$ cat config.mk
export PLATFORM = sky130hd
export DESIGN_NAME = mem_port_arbiter
export DESIGN_NICKNAME = d
export VERILOG_FILES = /design/src/rtl/mem_arb_pkg.sv /design/src/rtl/mem_port_arbiter_rr_pick2.sv /design/src/rtl/mem_port_arbiter.sv
export SDC_FILE = /design/constraint.sdc
export NUM_CORES = 1
export LEC_CHECK = 0
export ABC_CLOCK_PERIOD_IN_PS = 4600
export CORE_MARGIN = 5
export CORE_UTILIZATION = 37
export DETAILED_ROUTE_END_ITERATION = 12
export PLACE_DENSITY = 0.76
export SYNTH_ARGS = -nofsm -noshare
export SYNTH_HDL_FRONTEND = slang
export SYNTH_SLANG_ARGS = --single-unit
$ cat constraint.sdc
create_clock -name clk -period 4.6 [get_ports clk]
set_input_delay 0.69 -clock clk [delete_from_list [all_inputs] [get_ports clk]]
set_output_delay 0.69 -clock clk [all_outputs]
set_load 0.01 [all_outputs]
$ cat src/rtl/mem_arb_pkg.sv
// Shared types for the two-requester main-memory port arbiter.
package mem_arb_pkg;

  typedef enum logic [1:0] {IDLE, ACCESS, RESP} state_t;

  typedef enum logic {REQ_I = 1'b0, REQ_D = 1'b1} req_id_t;

  localparam int BYTES = 4;

  // Byte [0] sits in the most significant position of the packed word.
  typedef logic [0:BYTES-1][7:0] word_bytes_t;

endpackage

$ cat src/rtl/mem_port_arbiter_rr_pick2.sv
// Two-way round-robin picker: on a tie the side that was not served last wins.
module rr_pick2
  import mem_arb_pkg::*;
(
  input  logic    i_req_i,
  input  logic    i_req_d,
  input  req_id_t i_last_grant,
  output logic    o_grant_valid,
  output req_id_t o_grant_id
);

  always_comb begin
    o_grant_valid = i_req_i | i_req_d;
    o_grant_id    = REQ_I;
    if (i_req_i && i_req_d) begin
      o_grant_id = (i_last_grant == REQ_I) ? REQ_D : REQ_I;
    end else if (i_req_d) begin
      o_grant_id = REQ_D;
    end
  end

endmodule

$ cat src/rtl/mem_port_arbiter.sv
// Shares one fixed-latency memory port between an instruction-fetch reader and a
// data-cache reader/writer; a grant is held for the whole transaction.
module mem_port_arbiter
  import mem_arb_pkg::*;
#(
  parameter int MEM_LATENCY = 4,
  parameter int ADDR_W      = 32
) (
  input  logic              clk,
  input  logic              reset,
  input  logic              i_req,
  input  logic [ADDR_W-1:0] i_addr,
  output word_bytes_t       i_rdata,
  output logic              i_done,
  input  logic              d_req,
  input  logic              d_we,
  input  logic [ADDR_W-1:0] d_addr,
  input  word_bytes_t       d_wdata,
  output word_bytes_t       d_rdata,
  output logic              d_done,
  output logic [ADDR_W-1:0] mem_addr,
  output word_bytes_t       mem_data_in,
  input  word_bytes_t       mem_data_out,
  output logic              mem_write_en,
  output logic              busy
);

  localparam int               CNT_W    = $clog2(MEM_LATENCY + 1);
  localparam logic [CNT_W-1:0] CNT_LOAD = CNT_W'(MEM_LATENCY - 1);

  state_t           r_state;
  state_t           w_next_state;
  logic [CNT_W-1:0] r_cnt;
  req_id_t          r_last_grant;
  req_id_t          r_owner;
  logic             r_we;
  logic             w_grant_valid;
  req_id_t          w_grant_id;
  logic             w_take_grant;

  rr_pick2 u_pick (
    .i_req_i       (i_req),
    .i_req_d       (d_req),
    .i_last_grant  (r_last_grant),
    .o_grant_valid (w_grant_valid),
    .o_grant_id    (w_grant_id)
  );

  assign w_take_grant = (r_state == IDLE) && w_grant_valid;
  assign busy         = (r_state != IDLE);

  always_ff @(posedge clk or posedge reset) begin
    if (reset) begin
      r_state <= IDLE;
    end else begin
      r_state <= w_next_state;
    end
  end

  always_comb begin
    w_next_state = r_state;
    case (r_state)
      IDLE:    if (w_grant_valid) w_next_state = ACCESS;
      ACCESS:  if (r_cnt == '0) w_next_state = RESP;
      RESP:    w_next_state = IDLE;
      default: w_next_state = IDLE;
    endcase
  end

  // Memory-side signals are latched at grant and held; done is a single-cycle
  // pulse raised on the last ACCESS edge and dropped on the following one.
  always_ff @(posedge clk or posedge reset) begin
    if (reset) begin
      r_cnt        <= '0;
      r_last_grant <= REQ_I;
      r_owner      <= REQ_I;
      r_we         <= 1'b0;
      mem_addr     <= '0;
      mem_data_in  <= '0;
      mem_write_en <= 1'b0;
      i_rdata      <= '0;
      d_rdata      <= '0;
      i_done       <= 1'b0;
      d_done       <= 1'b0;
    end else begin
      i_done <= 1'b0;
      d_done <= 1'b0;
      if (w_take_grant) begin
        r_owner      <= w_grant_id;
        r_last_grant <= w_grant_id;
        r_cnt        <= CNT_LOAD;
        if (w_grant_id == REQ_D) begin
          r_we         <= d_we;
          mem_addr     <= d_addr;
          mem_data_in  <= d_wdata;
          mem_write_en <= d_we;
        end else begin
          r_we         <= 1'b0;
          mem_addr     <= i_addr;
          mem_data_in  <= '0;
          mem_write_en <= 1'b0;
        end
      end else if (r_state == ACCESS) begin
        if (r_cnt != '0) begin
          r_cnt <= r_cnt - 1'b1;
        end else begin
          mem_write_en <= 1'b0;
          if (r_owner == REQ_D) begin
            d_done <= 1'b1;
            if (!r_we) d_rdata <= mem_data_out;
          end else begin
            i_done  <= 1'b1;
            i_rdata <= mem_data_out;
          end
        end
      end
    end
  end

endmodule
After elaboration in Yosys (flattened, before gate mapping)
Index checks and enable logic that the tools add are counted.

operators by class
  add/sub/neg operators = 1
  equality and inequality tests = 4
  multiplexer cells = 22
  bitwise logic cells = 5
  reductions and logical operators = 13

operators by type and width
  kind                                               number
  2-to-1 mux 32 bit                                  2
  2-to-1 mux 1 bit                                   14
  2-to-1 mux 3 bit                                   3
  inequality test 2 bit (second input constant)      3
  AND reduction 2 bit                                3
  nonzero test 2 bit                                 3
  AND reduction 5 bit                                1
  2-to-1 mux 2 bit                                   2
  inverter 1 bit                                     4
  case mux 2 bit (2 select lines)                    1
  AND reduction 4 bit                                1
  zero test 3 bit                                    1
  nonzero test 3 bit                                 1
  subtractor 3 x 1 -> 3 bit (second input constant)  1
  == test 2 x 1 -> 1 bit (second input constant)     1
  logical AND 1 bit                                  2
  zero test 2 bit                                    1
  bitwise OR 1 bit                                   1

word-level totals
  bits in registers = 138
  input port bits = 133
  output and inout bits = 132
  word-level logic and storage cells = 65

Logic depth before layout (Yosys ltp)
  depth after elaboration = 4
  gate-level depth with buffers = 7
  mapped depth without buffers = 6

By module
From an unflattened synthesis, not the netlist that was laid out.

unflattened totals
  cell total of the unflattened synthesis = 456
  area, all modules = 5,614.1 µm²

modules (own cells, without submodules)
  module            times used  cells each  area an instance (µm²)  sequential area each (µm²)
  mem_port_arbiter  1           454         5,600.4                 3,453.3
  rr_pick2          1           2           13.8                    0.0

Least setup slack after synthesis
Ideal clock, no wire load.

  path kind = input to register
  start point = input d_req
  end point = register mem_addr[0]
  setup time = 127 ps
  arrival time = 1,793 ps
  required time = 4,473 ps
  path slack = 2,679 ps
  stages on the path = 5
  path buffers = 2
  cell sequence = a21bo_2 buf_2 buf_2 mux2_2 mux2_1

on the way
  cells in the longest elaborated chain, start to end = 3
  elaborated cells on any way between the ends = 6
  those cells by class = mux: 3; bitwise: 1; reduce/logical: 2

ends and longest elaborated chain
  element                                                RTL line                                                          RTL
  start: declaration                                     mem_port_arbiter.sv:15                                            input logic d_req,
  2-to-1 mux 1 bit or logical AND 1 bit (tied branches)  mem_port_arbiter_rr_pick2.sv:17, mem_port_arbiter_rr_pick2.sv:15
  2-to-1 mux 1 bit                                       mem_port_arbiter_rr_pick2.sv:15                                   if (i_req_i && i_req_d) begin
  2-to-1 mux 32 bit                                      mem_port_arbiter.sv:92                                            if (w_grant_id == REQ_D) begin
  end signal: assignment                                 mem_port_arbiter.sv:94                                            mem_addr <= d_addr;
  end signal: assignment                                 mem_port_arbiter.sv:99                                            mem_addr <= i_addr;
  end: declaration                                       mem_port_arbiter.sv:21                                            output logic [ADDR_W-1:0] mem_addr,

Parallel ways exist; a longest one is shown, timed or not.
A chain may end at the register's enable or synchronous reset.

Final worst setup path
  start point = register r_state[1]
  end point = output busy

on the way
  cells in the longest elaborated chain, start to end = 1

ends and longest elaborated chain
  element                   RTL line                RTL
  start: declaration        mem_port_arbiter.sv:31  state_t r_state;
  start signal: assignment  mem_port_arbiter.sv:56  r_state <= w_next_state;
  nonzero test 2 bit        mem_port_arbiter.sv:50  assign busy = (r_state != IDLE);
  end: declaration          mem_port_arbiter.sv:25  output logic busy

Every way passes these cells.

==> results.yml <==
status:
  status: "finished clean"
setup_path:
  worst-path-buf-inv: 1
  critPathMaxFanout: 4
  ff2ff_setup_slack_ps: 2640
  startpoint_type: "register"
  cp_slowest_stage_delay_ps: 520
  path_class: "reg -> out"
  worstPathArrival_ps: 1590
  crit_family: "buffers and inverters"
  worst_setup_path_end_kind: "output pin"
  cpMaxStageDelayCell: "clkdlybuf4s50_1"
  cp.required_ps: 3910
  path_cells: "or2_1 -> clkdlybuf4s50_1"
placed_design:
  dp_cells: 782
  dp_hpwl_um: 10670
  io_buffers: 264
  gp_congestion: 0.7337
die:
  ios: 265
  fp.dieH_um: 133.2
  core.rowCount: 45
  core_area_um2: 15030
  dieArea_um2: 17740
  fp.dieW_um: 133.2
  initial_core_util: 0.3735
clocking:
  cts-resized-gates: 0
  holdBufCountCts: 0
  cts_inserted_buffers: 17
  path_clk_slew_ps: 60
  cts_buffer_depth: 2
  htreeDepth: 4
  post_cts_buffers: 0
  tritoncts: "yes"
  cts_sinks: 138
  cts-root-buf: "clkbuf_16"
  clock_latency_ps: 400
timing:
  skew_ps: 6.992
  hold_viol: 0
  setup_viol: 0
  max_freq_mhz: 438.7
  fin_crit_sh: 0.4956
  setup-tns-final_ps: 0
  relSlewSlack: 0.3279
  hold_ws_ps: 494.4
  slew_viol_final: 0
  period_minus_slack_ps: 2280
  rsz0062_at_grt: "false"
  tightestPinTransition_ps: 1008
power_and_ir_drop:
  power_mw: 6.169
  p_clk_frac: 0.221
  p_int_mw: 4.361
  leakagePower_nw: 3.891
  ir_worst_vdd_uv: 326.8
  switching_share: 0.2932
  pwr-share-seq: 0.341
  switchingPower_mw: 1.809
  power_density_nw_per_um2: 683.5
  combPwrFrac: 0.438
routing:
  drt_iter0_markers: 124
  wl_per_cell_um: 17.81
  final_antenna_net_count: 0
  routed_wl_um: 14490
  dr.pass1.iters: 4
  drc: 0
  routed_via_density: 4.764
  vias: 3878
logic_synthesis:
  synth-seq-area-share: 0.6150
  postSynthCellCount: 349
  syn_area_um2: 5615
  synthAdderAreaFrac: 0.004456
  yosysUniqueCellTypes: 26
  synth-compound-area-share: 0.06373
  ys_ff_latch: 138
  synth_top_area_cell: "dfrtp_1"
  netlist.area_leader.share: 0.6150
  yosys.area_share.simple: 0.01292
  synth_nets: 484
  ys_top_cells_by_area: "dfrtp_1 61%, mux2_2 19%, mux2_4 8.0%"
  synth-xor-area-share: 0
  synth_top_family_by_area: "multiplexers"
  yosysWarnings: 0
  synthMuxAreaShare: 0.2767
  avgSynthCellArea_um2: 16.09
final_layout:
  final_cell_mix: "264 x clkdlybuf4s50_1, 138 x dfrtp_1, 95 x mux2_2"
  stdcell_count: 814
  fillers: 1143
  layout_commonest_cell: "clkdlybuf4s50_1"
  syn_to_final_growth_pct: 60.74
  drive_gt1_frac: 0.2636
  fin_nets: 749
  antenna_cells: 0
hold_path:
  hold_path.class: "reg -> reg"
grt:
  grt_max_degree: 108
  grt_pass1_wl_um: 23290
  grt_pass1_vias: 4388
  grt_antenna_before_repair: 0
  grt_remaining_overflow: 0
  grt_use_total: 0.1638
flow_run:
  drv_cap: 0
[cells by family (layout without fill, tap and decap cells)]
family	Yosys count	after routing
compound gates	42	42
buf+inv	27	304
fa+ha+maj	2	2
flops	138	138
simple gates	12	12
mux	128	128
[metrics by stage]
step / cell area [um2] / setup WS (ps) / utilization
2_1_floorplan: 5615 / 213.8 / -
3_3_place_gp: 8394 / 1662 / 0.5584
3_5_place_dp: 8394 / 1540 / 0.5584
6_report: 9026 / 2320 / 0.6004
4_1_cts: 8999 / 1942 / 0.5986
5_1_grt: 9026 / 2202 / 0.6004
[cell type report]
class | count | area, um2 | area share
clock inverters | 9 | 110.1 | 0.01220
repair buffers | 268 | 2693 | 0.2983
well taps | 188 | 235.2 | 0.02606
clock buffers | 22 | 494.2 | 0.05475
inverters | 5 | 23.77 | 0.002634
multi-input cells | 184 | 2017 | 0.2235
flip-flops and latches | 138 | 3453 | 0.3826
[state kept, by name, summed over array words and instances (netlist names)]
name / count
d_done: 1
r_state: 2
d_rdata: 32
mem_addr: 32
mem_data_in: 32
r_cnt: 3
i_done: 1
r_we: 1
i_rdata: 32
r_owner: 1
mem_write_en: 1
[power groups by stage]
| stage | combinational [mW] | clock [mW] | sequential [mW] |
|---|---|---|---|
| 6_report | 2.70 | 1.36 | 2.11 |
| 3_5_place_dp | 2.73 | 0 | 2.11 |
| 3_3_place_gp | 2.66 | 0 | 2.09 |
| 5_1_grt | 2.88 | 1.45 | 2.18 |
| 2_1_floorplan | 1.04 | 0 | 2.33 |
| 4_1_cts | 2.73 | 1.39 | 2.11 |
[Yosys cell counts]
| master | number |
|---|---|
| dfrtp_1 | 138 |
| nand4bb_1 | 1 |
| nand3_1 | 1 |
| or2_1 | 2 |
| buf_2 | 17 |
| mux2_4 | 30 |
| nor2b_1 | 1 |
| nand3b_1 | 1 |
| o41ai_1 | 1 |
| mux2_1 | 3 |
| o21ai_0 | 3 |
| o221ai_1 | 1 |
| buf_6 | 4 |
| mux2_2 | 95 |
| or3_1 | 1 |
| a21bo_2 | 1 |
| ha_1 | 2 |
| a32o_1 | 1 |
| nor2_1 | 3 |
| nand2b_1 | 1 |
| clkbuf_1 | 1 |
| a22o_1 | 33 |
| and2_1 | 1 |
| inv_1 | 5 |
| o311ai_0 | 1 |
| a21o_1 | 1 |
[final timing paths]
check                                             start                       end  depth (start not counted)
min in group asynchronous                         reset    i_rdata[9]$_DFFE_PP0P_                          2
worst max-delay path             r_state[1]$_DFFE_PP0P_                      busy                          2
max in group asynchronous                         reset  mem_addr[28]$_DFFE_PP0P_                          3
worst min-delay path            mem_addr[0]$_DFFE_PP0P_   mem_addr[0]$_DFFE_PP0P_                          1
worst min register to register  mem_addr[0]$_DFFE_PP0P_   mem_addr[0]$_DFFE_PP0P_                          1
worst max register to register      r_owner$_DFFE_PP0P_  mem_addr[22]$_DFFE_PP0P_                          3
[layer usage]
layer | wire length, um | share of wire | vias to the layer above | GRT usage
li1 | - | - | 1794 | -
met1 | 5660 | 0.39 | 1901 | 0.1877
met2 | 7477 | 0.52 | 159 | 0.2867
met3 | 1034 | 0.071 | 24 | 0.05136
met4 | 321 | 0.022 | 0 | 0.06286
met5 | 0 | 0 | - | 0
No activity file was read; power rests on OpenSTA's default activity.
